--- src/rtl/program_loader.sv ---
`default_nettype none
// ============================================================================
//  Module   : program_loader
//  Purpose  : Run-time writer for program memory. Packs a big-endian byte
//             stream into I_SIZE-bit instructions, writes them at
//             incrementing addresses from 0, holds the core in reset while
//             loading and pulses done when the last word has been written.
//  Revision : 1.0  initial release
// ============================================================================
module program_loader #(
  parameter int I_SIZE = 24,
  parameter int P_SIZE = 6
) (
  input  logic              clk,
  input  logic              nReset,
  input  logic              startIn,
  input  logic [P_SIZE-1:0] lengthIn,
  input  logic              abortIn,
  input  logic [7:0]        byteIn,
  input  logic              byteValidIn,
  output logic              byteReadyOut,
  output logic              writeEnableOut,
  output logic [P_SIZE-1:0] writeAddressOut,
  output logic [I_SIZE-1:0] writeDataOut,
  output logic              cpuHoldOut,
  output logic              doneOut
);

  localparam int BYTES  = (I_SIZE + 7) / 8;
  localparam int WORD_W = BYTES * 8;
  localparam int CNT_W  = (BYTES > 1) ? $clog2(BYTES) : 1;
  localparam logic [CNT_W-1:0] LAST_CNT = CNT_W'(BYTES - 1);

  localparam logic [1:0] S_IDLE  = 2'd0;
  localparam logic [1:0] S_RECV  = 2'd1;
  localparam logic [1:0] S_WRITE = 2'd2;
  localparam logic [1:0] S_DONE  = 2'd3;

  logic [1:0]        state;
  logic [1:0]        state_next;
  logic [P_SIZE-1:0] length;
  logic [P_SIZE-1:0] addr;
  logic [CNT_W-1:0]  byte_cnt;
  logic [WORD_W-1:0] word;
  logic              accept;
  logic              last_byte;
  logic              final_word;

  // Ready is decoded from state, so a transfer is simply valid while in RECV.
  assign accept     = (state == S_RECV) && byteValidIn;
  assign last_byte  = accept && (byte_cnt == LAST_CNT);
  // length of 0 means a full memory: length-1 wraps to the top address.
  assign final_word = (addr == (length - P_SIZE'(1)));

  // Only the first BYTES-1 bytes need storing; the last one is taken
  // straight off the bus on the edge that completes the word.
  generate
    if (BYTES > 1) begin : g_shreg
      logic [WORD_W-9:0] shreg;

      assign word = {shreg, byteIn};

      // Shift each accepted byte in at the LS end (big-endian assembly).
      always_ff @(posedge clk or negedge nReset) begin
        if (!nReset) begin
          shreg <= '0;
        end else if (accept) begin
          shreg <= word[WORD_W-9:0];
        end
      end
    end else begin : g_single
      assign word = byteIn;
    end
  endgenerate

  // State register.
  always_ff @(posedge clk or negedge nReset) begin
    if (!nReset) begin
      state <= S_IDLE;
    end else begin
      state <= state_next;
    end
  end

  // Next-state logic; abort overrides progress in RECV and WRITE.
  always_comb begin
    state_next = state;
    case (state)
      S_IDLE:  if (startIn) state_next = S_RECV;
      S_RECV: begin
        if (abortIn)        state_next = S_IDLE;
        else if (last_byte) state_next = S_WRITE;
      end
      S_WRITE: begin
        if (abortIn)         state_next = S_IDLE;
        else if (final_word) state_next = S_DONE;
        else                 state_next = S_RECV;
      end
      S_DONE:  state_next = S_IDLE;
      default: state_next = S_IDLE;
    endcase
  end

  // Control outputs decoded from state only.
  always_comb begin
    byteReadyOut   = (state == S_RECV);
    writeEnableOut = (state == S_WRITE);
    cpuHoldOut     = (state != S_IDLE);
    doneOut        = (state == S_DONE);
  end

  // Length/address/byte counters and the registered write address/data.
  // The write bus is captured on the completing edge so it is valid for
  // the whole WRITE cycle and then holds its value afterwards.
  always_ff @(posedge clk or negedge nReset) begin
    if (!nReset) begin
      length          <= '0;
      addr            <= '0;
      byte_cnt        <= '0;
      writeAddressOut <= '0;
      writeDataOut    <= '0;
    end else begin
      case (state)
        S_IDLE: begin
          if (startIn) begin
            length   <= lengthIn;
            addr     <= '0;
            byte_cnt <= '0;
          end
        end
        S_RECV: begin
          if (accept) begin
            byte_cnt <= last_byte ? '0 : byte_cnt + CNT_W'(1);
            if (last_byte && !abortIn) begin
              writeAddressOut <= addr;
              writeDataOut    <= word[I_SIZE-1:0];
            end
          end
        end
        S_WRITE: begin
          if (!abortIn && !final_word) begin
            addr <= addr + P_SIZE'(1);
          end
        end
        default: ;
      endcase
    end
  end

endmodule
`default_nettype wire
--- config.mk ---
export PLATFORM = sky130hd
export DESIGN_NAME = program_loader
export DESIGN_NICKNAME = d
export VERILOG_FILES = /design/src/rtl/program_loader.sv
export SDC_FILE = /design/constraint.sdc
export NUM_CORES = 1
export LEC_CHECK = 0
export BUFFER_PORTS_ARGS = -buffer_cell sky130_fd_sc_hd__buf_2
export CELL_PAD_IN_SITES_DETAIL_PLACEMENT = 1
export CELL_PAD_IN_SITES_GLOBAL_PLACEMENT = 1
export CORE_MARGIN = 3
export CORE_UTILIZATION = 25
export CTS_CLUSTER_DIAMETER = 50
export CTS_CLUSTER_SIZE = 16
export DETAILED_ROUTE_END_ITERATION = 8
export MAX_ROUTING_LAYER = met4
export PLACE_DENSITY_LB_ADDON = 0.1
export REMOVE_ABC_BUFFERS = 1
export SYNTH_ARGS = -nofsm -noshare
export SYNTH_HDL_FRONTEND = slang
export SYNTH_SLANG_ARGS = --single-unit
--- constraint.sdc ---
create_clock -name clk -period 2.7 [get_ports clk]
set_clock_uncertainty 0.15 [all_clocks]
set_input_delay 0.405 -clock clk [delete_from_list [all_inputs] [get_ports clk]]
set_output_delay 0.405 -clock clk [all_outputs]
set_load 0.005 [all_outputs]
==> out/results.tsv, run 1 <==
metric	value	unit
hpwl dp	4200	um
Post-Route WL	6090	um
Ant. Diodes	0	
Final ANT Viol Nets	0	
final max-slew violation count	0	
fin util	0.325	
FF-to-FF path depth	5	
CTS root buf	clkbuf_16	
CP Capture Type	register	
CTS Buf Count	9	
Vias	1740	
vias in the first global route	1875	
Clock Pin Slew Worst Setup and Hold Paths	0.05	ns
initial core utilization	0.260	
largest net degree at the start of global routing	31	
Setup Crit Path Kind	reg -> reg	
# clock sinks	62	
Fin Setup TNS	0	ns
R2R setup slack	0.60	ns
Final min period	2.10	ns
PortBufs	52	
1st-iter DRT viols	74	
IO Pins	53	
status	finished, final reports clean	
fmax	477	MHz
synthesized flop and latch total	62	
antenna violations before repair	0	
drt first pass iters	4	
Leak	0.00178	uW
Data required, critical path	2.76	ns
HP Class	in -> reg	
TritonCTS clock tree	built	
GRT Total Usage	0.108	
pwr dens	1000	nW/um^2
deepest clock path buffer count	2	
Min-Delay Endpoint	length[0]	
Async S/R FF share, synth	1.00	
Nets	280	
Area after DPL	3240	um^2
area of the die	12800	um^2
syn avg cell area	14.3	um^2
YS warnings	0	
final setup vio count	0	
Max FO, Critical Path	18	
VDD IR max	0.345	mV
Tcrit/Tclk final	0.777	
final hold viol count	0	
arrival time at the worst endpoint	2.16	ns
reg2reg end	writeDataOut[15]	
GP Congestion	0.648	
Avg WL per Cell	15.1	um
row count	38	
H-Tree Depth	3	
DRC errors left	0	
layout cells sized above 1	0.492	
core box area	11000	um^2
Post-synth EDFFs	0	
Reg2Reg Launch Point	state[1]	
Synth cell types	38	
Die W	113	um
Die Ht	113	um
first-pass GRT wire length	10200	um
RSZ-0062 raised after global routing	no	
ys flop type	dfrtp_1	
Worst Hold Depth	2	
final instance area	3580	um^2
DR vias/cell	4.31	
grt ovf	0	
Mapped Cells	200	
register area share after synthesis	0.542	
Worst Setup Start Kind	register	
later-pin clock latency in the skew report	0.32	ns
Hold Path Origin	lengthIn[0]	
Max Cap Violations	0	
area delta synth->final	25.1	%
Worst-Margin Slew	0.610	ns
Synth Cell Area	2860	um^2
worst relative slew slack	0.592	
## metrics by stage
stage                     setup WS (ns)  instances  hold WS (ns)  power, uW
after floorplan                   0.466        190       -0.0406       1990
after global placement            0.619        387         0.113       2340
after detailed placement          0.594        387         0.110       2350
after CTS                         0.589        404         0.149       3660
after global routing              0.456        404         0.154       3820
final                             0.602        404         0.160       3580
## registers in the layout, summed over array words and instances, names as in the netlist
signal	count
addr	6
byte_cnt	2
g_shreg.shreg	16
length	6
state	2
writeAddressOut	6
writeDataOut	24
## layout make-up
cell class / instances / area, um^2
clock buffer: 11 / 253
fill: 1218 / 7450
inverter: 8 / 30.0
timing repair buffer: 58 / 308
multi-input combinational: 120 / 1180
clock inverter: 5 / 81.3
tap: 140 / 175
sequential: 62 / 1550
## cells in the mapped netlist, drive strengths merged (4+ instances only)
library cell,count,area [um^2]
dfrtp,62,1550
mux2,52,698
nand2,9,33.8
inv,8,30.0
nor2,8,46.3
mux2i,7,70.1
buf,6,83.8
o21ai,6,30.0
clkbuf,4,15.0
nand2b,4,25.0
xnor2,4,35.0
## kinds of logic after synthesis
group / Yosys count / share of synthesized area
compound gates: 15 / 0.0319
xor+xnor: 6 / 0.0184
fa+ha+maj: 2 / 0.00874
buf+inv: 18 / 0.0450
flops: 62 / 0.542
mux: 59 / 0.268
simple gates: 38 / 0.0857
## worst max-delay path: stages, from the launching register on
cell and delay (ns):
dfrtp_1 0.45, nand3b_4 0.19, or3b_4 0.42, nor2_8 0.09
buf_4 0.34, mux2_4 0.33
## worst max path at each step
stage	start	slack, ns	to	cells past startpoint
2_1_floorplan	state[1]	0.47	writeAddressOut[0]	4
3_5_place_dp	byteValidIn	0.59	writeDataOut[12]	6
4_1_cts	state[1]	0.59	writeDataOut[17]	5
6_report	state[1]	0.60	writeDataOut[15]	5
3_3_place_gp	byteValidIn	0.62	writeDataOut[4]	6
5_1_grt	length[0]	0.46	addr[0]	7
## placed cells by master (no fill, tap or decap), drive strengths merged
cell type and n:
nor3 3, nand2b 4, dlygate4sd3 1, nor4b 2
bufinv 2, clkinvlp 1, clkinv 2, xnor2 4
o31a 1, mux2 52, o22ai 1, nand3b 1
nand2 9, mux2i 7, and2b 1, nor2 8
dfrtp 62, ha 2, buf 57, or2b 1
or3b 1, o211ai 1, o211a 1, a21oi 3
nand3 3, o21ai 6, o31ai 1, nor4 1
or3 1, a31oi 1, xor2 2, inv 8
clkbuf 11, nand4b 1, and2 1, nand4 1
## routing by layer
| metal | track usage | vias to the layer above | routed length (um) |
|---|---|---|---|
| met5 | - | - | 0 |
| met4 | 0.0361 | 0 | 76 |
| met3 | 0.0465 | 6 | 349 |
| met2 | 0.148 | 41 | 2730 |
| met1 | 0.142 | 878 | 2930 |
| li1 | - | 815 | - |
## power breakdown
group          total [uW]  switching (uW)  internal [uW]  leakage [uW]
registers            1470             218           1250      0.000794
clock network        1270             413            857      0.000162
logic                 844             301            543      0.000826
total                3580             932           2650       0.00178
## timing repair
action	CTS	global route
hold buffers	1	0
resized for setup	0	0
setup buffers	0	0
endpoints found under the hold margin	7	0
No activity file was read; power rests on OpenSTA's default activity.
==> run 2: changes to the inputs <==
Clock period 2.7 ns to 1.8 ns, I/O delays scaled along.
==> out/results.tsv, run 2 (synthesis results as in run 1) <==
metric	value	unit
status	complete, but fails checks	
failing checks	setup timing	
area of the die	12800	um^2
later-pin clock latency in the skew report	0.32	ns
RSZ-0062 raised after global routing	yes	
Worst-Margin Slew	0.460	ns
Max FO, Critical Path	7	
HP Class	in -> reg	
DR vias/cell	4.29	
GP Congestion	0.695	
Setup Crit Path Kind	reg -> reg	
commonest cells after routing, fill and taps aside	dfrtp_1, buf_2, mux2_4, mux2_2, buf_4	
Seq pwr share	0.378	
CTS Buf Count	9	
Switching Share	0.263	
GRT Total Usage	0.114	
Die W	113	um
final hold viol count	0	
worst relative slew slack	0.693	
IO Pins	53	
Post-Route WL	6520	um
initial core utilization	0.260	
DRC errors left	0	
area delta synth->final	38.3	%
NetSw	1510	uW
clock network power share	0.354	
Final min period	1.96	ns
Leak	0.00196	uW
row count	38	
Max Cap Violations	0	
CTS root buf	clkbuf_16	
CP Capture Type	register	
TritonCTS clock tree	built	
commonest non-fill, non-tap cell in the layout	dfrtp_1	
Top reg by flops	writeDataOut	
Worst Setup Start Kind	register	
Largest regs	writeDataOut: 24 flops, g_shreg.shreg: 16 flops	
PortBufs	52	
final setup vio count	37	
family with the most delay on the worst path	simple AND/OR/NAND/NOR gates	
Avg WL per Cell	15.3	um
combinational power share	0.268	
hold slack	0.0327	ns
Die Ht	113	um
grt ovf	0	
CP bufs+invs	2	
final max-slew violation count	0	
H-Tree Depth	3	
worst-path cell chain	nand3b_4 -> or3b_4 -> nor2_8 -> buf_12 -> buf_12 -> mux2_4	
deepest clock path buffer count	2	
P_int	4240	uW
Data required, critical path	1.85	ns
drt first pass iters	4	
fmax	509	MHz
Largest register FFs	24	
Nets	303	
final instance area	3960	um^2
Worst Slack Setup Final	-0.165	ns
arrival time at the worst endpoint	2.02	ns
antenna violations before repair	0	
# clock sinks	62	
pwr dens	1450	nW/um^2
Tcrit/Tclk final	1.09	
layout cells sized above 1	0.575	
Max stage delay on crit path	0.44	ns
first-pass GRT wire length	11000	um
Ant. Diodes	0	
CP most frequent cell	buf_12	
Clock Pin Slew Worst Setup and Hold Paths	0.05	ns
largest net degree at the start of global routing	26	
1st-iter DRT viols	44	
core box area	11000	um^2
hpwl dp	4430	um
dpl ws	-0.228	ns
Area after DPL	3430	um^2
Vias	1833	
vias in the first global route	2045	
Slowest-stage cell, CP	or3b_4	
Final ANT Viol Nets	0	
VDD IR max	0.461	mV
-- run 2: cell count changes in the layout (fill, tap and decap cells not counted), sizes merged --
cell    before  now
bufinv       2    3
clkinv       2    0
inv          8   10
buf         57   79
-- run 2: power groups by stage --
stage,clock network (uW),logic (uW),registers (uW)
2_1_floorplan,0,813,2170
3_3_place_gp,0,1380,2190
3_5_place_dp,0,1410,2200
4_1_cts,2100,1570,2190
5_1_grt,2180,1690,2260
6_report,2040,1540,2170
-- run 2: worst reg2reg max path, cell delays in order, from the launching register on --
cell and delay (ns):
dfrtp_1 0.37, nand3b_4 0.15, or3b_4 0.44, nor2_8 0.18, buf_12 0.14, buf_12 0.13, mux2_4 0.30
-- run 2: per-stage QoR --
stage	setup TNS (ns)	util	power [uW]	instances
after global routing	-6.31	0.359	6130	427
after floorplan	-13.15	-	2980	190
final	-3.81	0.359	5760	427
after detailed placement	-2.85	0.311	3610	403
after global placement	-2.18	0.311	3570	403
after CTS	-2.92	0.359	5860	428
-- run 2: path summary, 6_finish.rpt --
| path | startpoint | endpoint | slack, ns | depth (start not counted) |
|---|---|---|---|---|
| max | state[1] | writeDataOut[23] | -0.16 | 6 |
| min | lengthIn[0] | length[0] | 0.03 | 2 |
| max reg2reg | state[1] | writeDataOut[23] | -0.16 | 6 |
| min reg2reg | g_shreg.shreg[13] | writeDataOut[21] | 0.35 | 1 |
| max in group asynchronous | nReset | state[0] | 0.69 | 3 |
| min in group asynchronous | nReset | writeDataOut[19] | 0.29 | 2 |
-- run 2: cell type report --
| type | instances | area (um^2) |
|---|---|---|
| clock buffer | 10 | 239 |
| clock inverter | 6 | 115 |
| fill | 1171 | 7070 |
| inverter | 8 | 30.0 |
| multi-input combinational | 120 | 1250 |
| sequential | 62 | 1550 |
| tap | 140 | 175 |
| timing repair buffer | 81 | 597 |
-- run 2: metal layers --
layer / wire length [um] / global-route usage
met5: 0 / -
met3: 264 / 0.0273
met2: 2990 / 0.162
met1: 3200 / 0.155
met4: 63 / 0.0457
-- run 2: what timing repair did --
item,4_1_cts,5_1_grt
cloned,1,1
pin swaps,7,4
setup endpoints to repair,38,39
hold endpoints to repair,16,0
setup buffers,9,1
gates resized for setup,20,5
hold buffers,1,0
==> run 3: changes to the inputs <==
Settings changed: ABC_AREA set to 1.
==> out/results.tsv, run 3 <==
metric	value	unit
deepest clock path buffer count	2	
Largest register FFs	24	
Post-synth EDFFs	0	
Setup Crit Path Kind	reg -> reg	
CP most frequent cell	nand2_1	
Slowest-stage cell, CP	dfrtp_1	
final hold viol count	0	
top post-synthesis cells by area	dfrtp_1, nand2_1, inv_1, o21ai_0, mux2_4	
final setup vio count	0	
Vias	2136	
Synth top area share	0.572	
reg2reg end	addr[5]	
Switching Share	0.349	
Largest regs	writeDataOut: 24 flops, g_shreg.shreg: 16 flops	
fillers	1243	
Max Cap Violations	0	
Final ANT Viol Nets	0	
layout cells sized above 1	0.310	
NetSw	1730	uW
arrival time at the worst endpoint	1.92	ns
commonest cells in the netlist	nand2_1, dfrtp_1, inv_1, o21ai_0, nor2_1	
core box area	10400	um^2
grt ovf	0	
Worst Hold Depth	2	
Avg WL per Cell	12.5	um
hpwl dp	4290	um
DRC errors left	0	
fmax	557	MHz
Synth cell types	23	
Max stage delay on crit path	0.37	ns
GRT Total Usage	0.117	
Worst-Margin Slew	0.426	ns
Worst Setup Start Kind	register	
register area share after synthesis	0.572	
Nets	384	
clock network power share	0.256	
H-Tree Depth	3	
Top reg by flops	writeDataOut	
total power	4970	uW
P_int	3230	uW
FF-to-FF path depth	13	
hold slack	0.0234	ns
status	finished, final reports clean	
Min-Delay Endpoint	length[5]	
antenna violations before repair	0	
Synth Cell Area	2710	um^2
syn avg cell area	9.16	um^2
largest net degree at the start of global routing	63	
commonest non-fill, non-tap cell in the layout	nand2_1	
CTS root buf	clkbuf_8	
TritonCTS clock tree	built	
commonest cells after routing, fill and taps aside	nand2_1, dfrtp_1, buf_2, inv_1, o21ai_0	
Leak	0.00182	uW
IO Pins	53	
HP Class	in -> reg	
initial core utilization	0.260	
Max FO, Critical Path	6	
R2R setup slack	0.004	ns
combinational power share	0.319	
# clock sinks	62	
area delta synth->final	29.2	%
first-pass GRT wire length	10600	um
row count	37	
Final min period	1.80	ns
Async S/R FF share, synth	1.00	
Data required, critical path	1.92	ns
Post-Route WL	6300	um
Clock Pin Slew Worst Setup and Hold Paths	0.07	ns
RSZ-0062 raised after global routing	yes	
DR vias/cell	4.24	
Tcrit/Tclk final	0.998	
VDD IR max	0.445	mV
Seq pwr share	0.425	
YS warnings	0	
pwr dens	1420	nW/um^2
Die W	110	um
Mapped Cells	296	
worst-path cell chain	inv_2 -> ha_4 -> inv_2 -> nand2_1 -> nand2_1 -> nor2_1 -> nand3_1 -> nor2_2 -> nand3_2 -> nand2_2 -> buf_6 -> nand3_2 -> nand2_1	
drt first pass iters	5	
CP Capture Type	register	
1st-iter DRT viols	76	
later-pin clock latency in the skew report	0.33	ns
ys flop type	dfrtp_1	
worst relative slew slack	0.713	
cell taking the most area after synthesis	dfrtp_1	
Ant. Diodes	0	
area of the die	12100	um^2
vias in the first global route	2178	
CTS Buf Count	9	
PortBufs	52	
synthesized flop and latch total	62	
Die Ht	110	um
final max-slew violation count	0	
Reg2Reg Launch Point	length[0]	
most common cell in the netlist	nand2_1	
GP Congestion	0.745	
Hold Path Origin	lengthIn[5]	
==> run 3: changes by cell type after synthesis, sizes merged, moves of 3 or more <==
cell    previous run  this run
mux2              52        10
nor2               8        22
o21ai              6        39
inv                8        37
buf                6         1
mux2i              7         0
nand2              9        79
nand2b             4         0
clkbuf             4         9
nand3              3        17
a21oi              3         6
==> run 3: area by class of cell <==
class	instances	area [um^2]	share of cell area
inverters	37	139	0.0396
flip-flops and latches	62	1550	0.443
clock inverters	6	70.1	0.0200
clock buffers	10	138	0.0393
repair buffers	66	397	0.113
multi-input cells	187	1040	0.297
well taps	136	170	0.0485
==> run 3: through the flow <==
step	area [um^2]	TNS, ns	instances	utilization	worst slack (ns)
floorplan	2670	-5.48	286	-	-0.303
global placement	3210	-0.149	485	0.308	-0.0322
detailed placement	3210	-0.466	485	0.308	-0.0971
CTS	3460	-0.272	503	0.332	-0.0494
global route	3510	-1.07	504	0.337	-0.180
finish	3510	0	504	0.337	0.00412
==> run 3: worst max-delay path by stage <==
| stage | startpoint | to | slack, ns | depth (start not counted) |
|---|---|---|---|---|
| after detailed placement | length[0] | addr[5] | -0.1 | 13 |
| after CTS | length[0] | addr[5] | -0.05 | 13 |
| after global routing | length[0] | addr[5] | -0.18 | 13 |
| after floorplan | state[1] | writeAddressOut[5] | -0.30 | 5 |
| after global placement | length[0] | addr[5] | -0.03 | 13 |
| final | length[0] | addr[5] | 0.004 | 13 |
==> run 3: power by group through the flow <==
stage | clock [uW] | sequential, uW | combinational (uW)
floorplan | 0 | 2110 | 916
global placement | 0 | 2130 | 1510
detailed placement | 0 | 2140 | 1530
CTS | 1340 | 2120 | 1580
global route | 1400 | 2180 | 1860
finish | 1270 | 2110 | 1590
==> run 3: what timing repair did <==
item	4_1_cts	5_1_grt
hold endpoints to repair	62	0
cloned	0	0
setup buffers	1	1
gates resized for setup	8	12
hold buffers	1	0
endpoints found under the setup margin	6	7
pin swaps	7	11
==> run 3: per-layer routing <==
| metal | share of wire | up-vias | GRT usage |
|---|---|---|---|
| met2 | 0.46 | 33 | 0.176 |
| li1 | - | 1077 | - |
| met4 | 0.014 | 0 | 0.0378 |
| met3 | 0.039 | 8 | 0.0355 |
| met1 | 0.48 | 1018 | 0.150 |
| met5 | 0 | - | - |
==> run 3: worst max-delay path: cells and delay by family, from the launching register on <==
kind                       cells  cell delay (ns)
adders and majority gates      1             0.26
buffers and inverters          3             0.22
DFF                            1             0.37
and+or+nand+nor                9             0.72
==> run 3: cells by family after synthesis <==
logic type / Yosys count / synth area share
and+or+nand+nor: 123 / 0.193
DFF: 62 / 0.572
buffers and inverters: 47 / 0.0678
AOI/OAI and AO/OA: 46 / 0.0863
muxes: 10 / 0.0526
xor gates and xnor gates: 6 / 0.0194
adders and majority gates: 2 / 0.00922
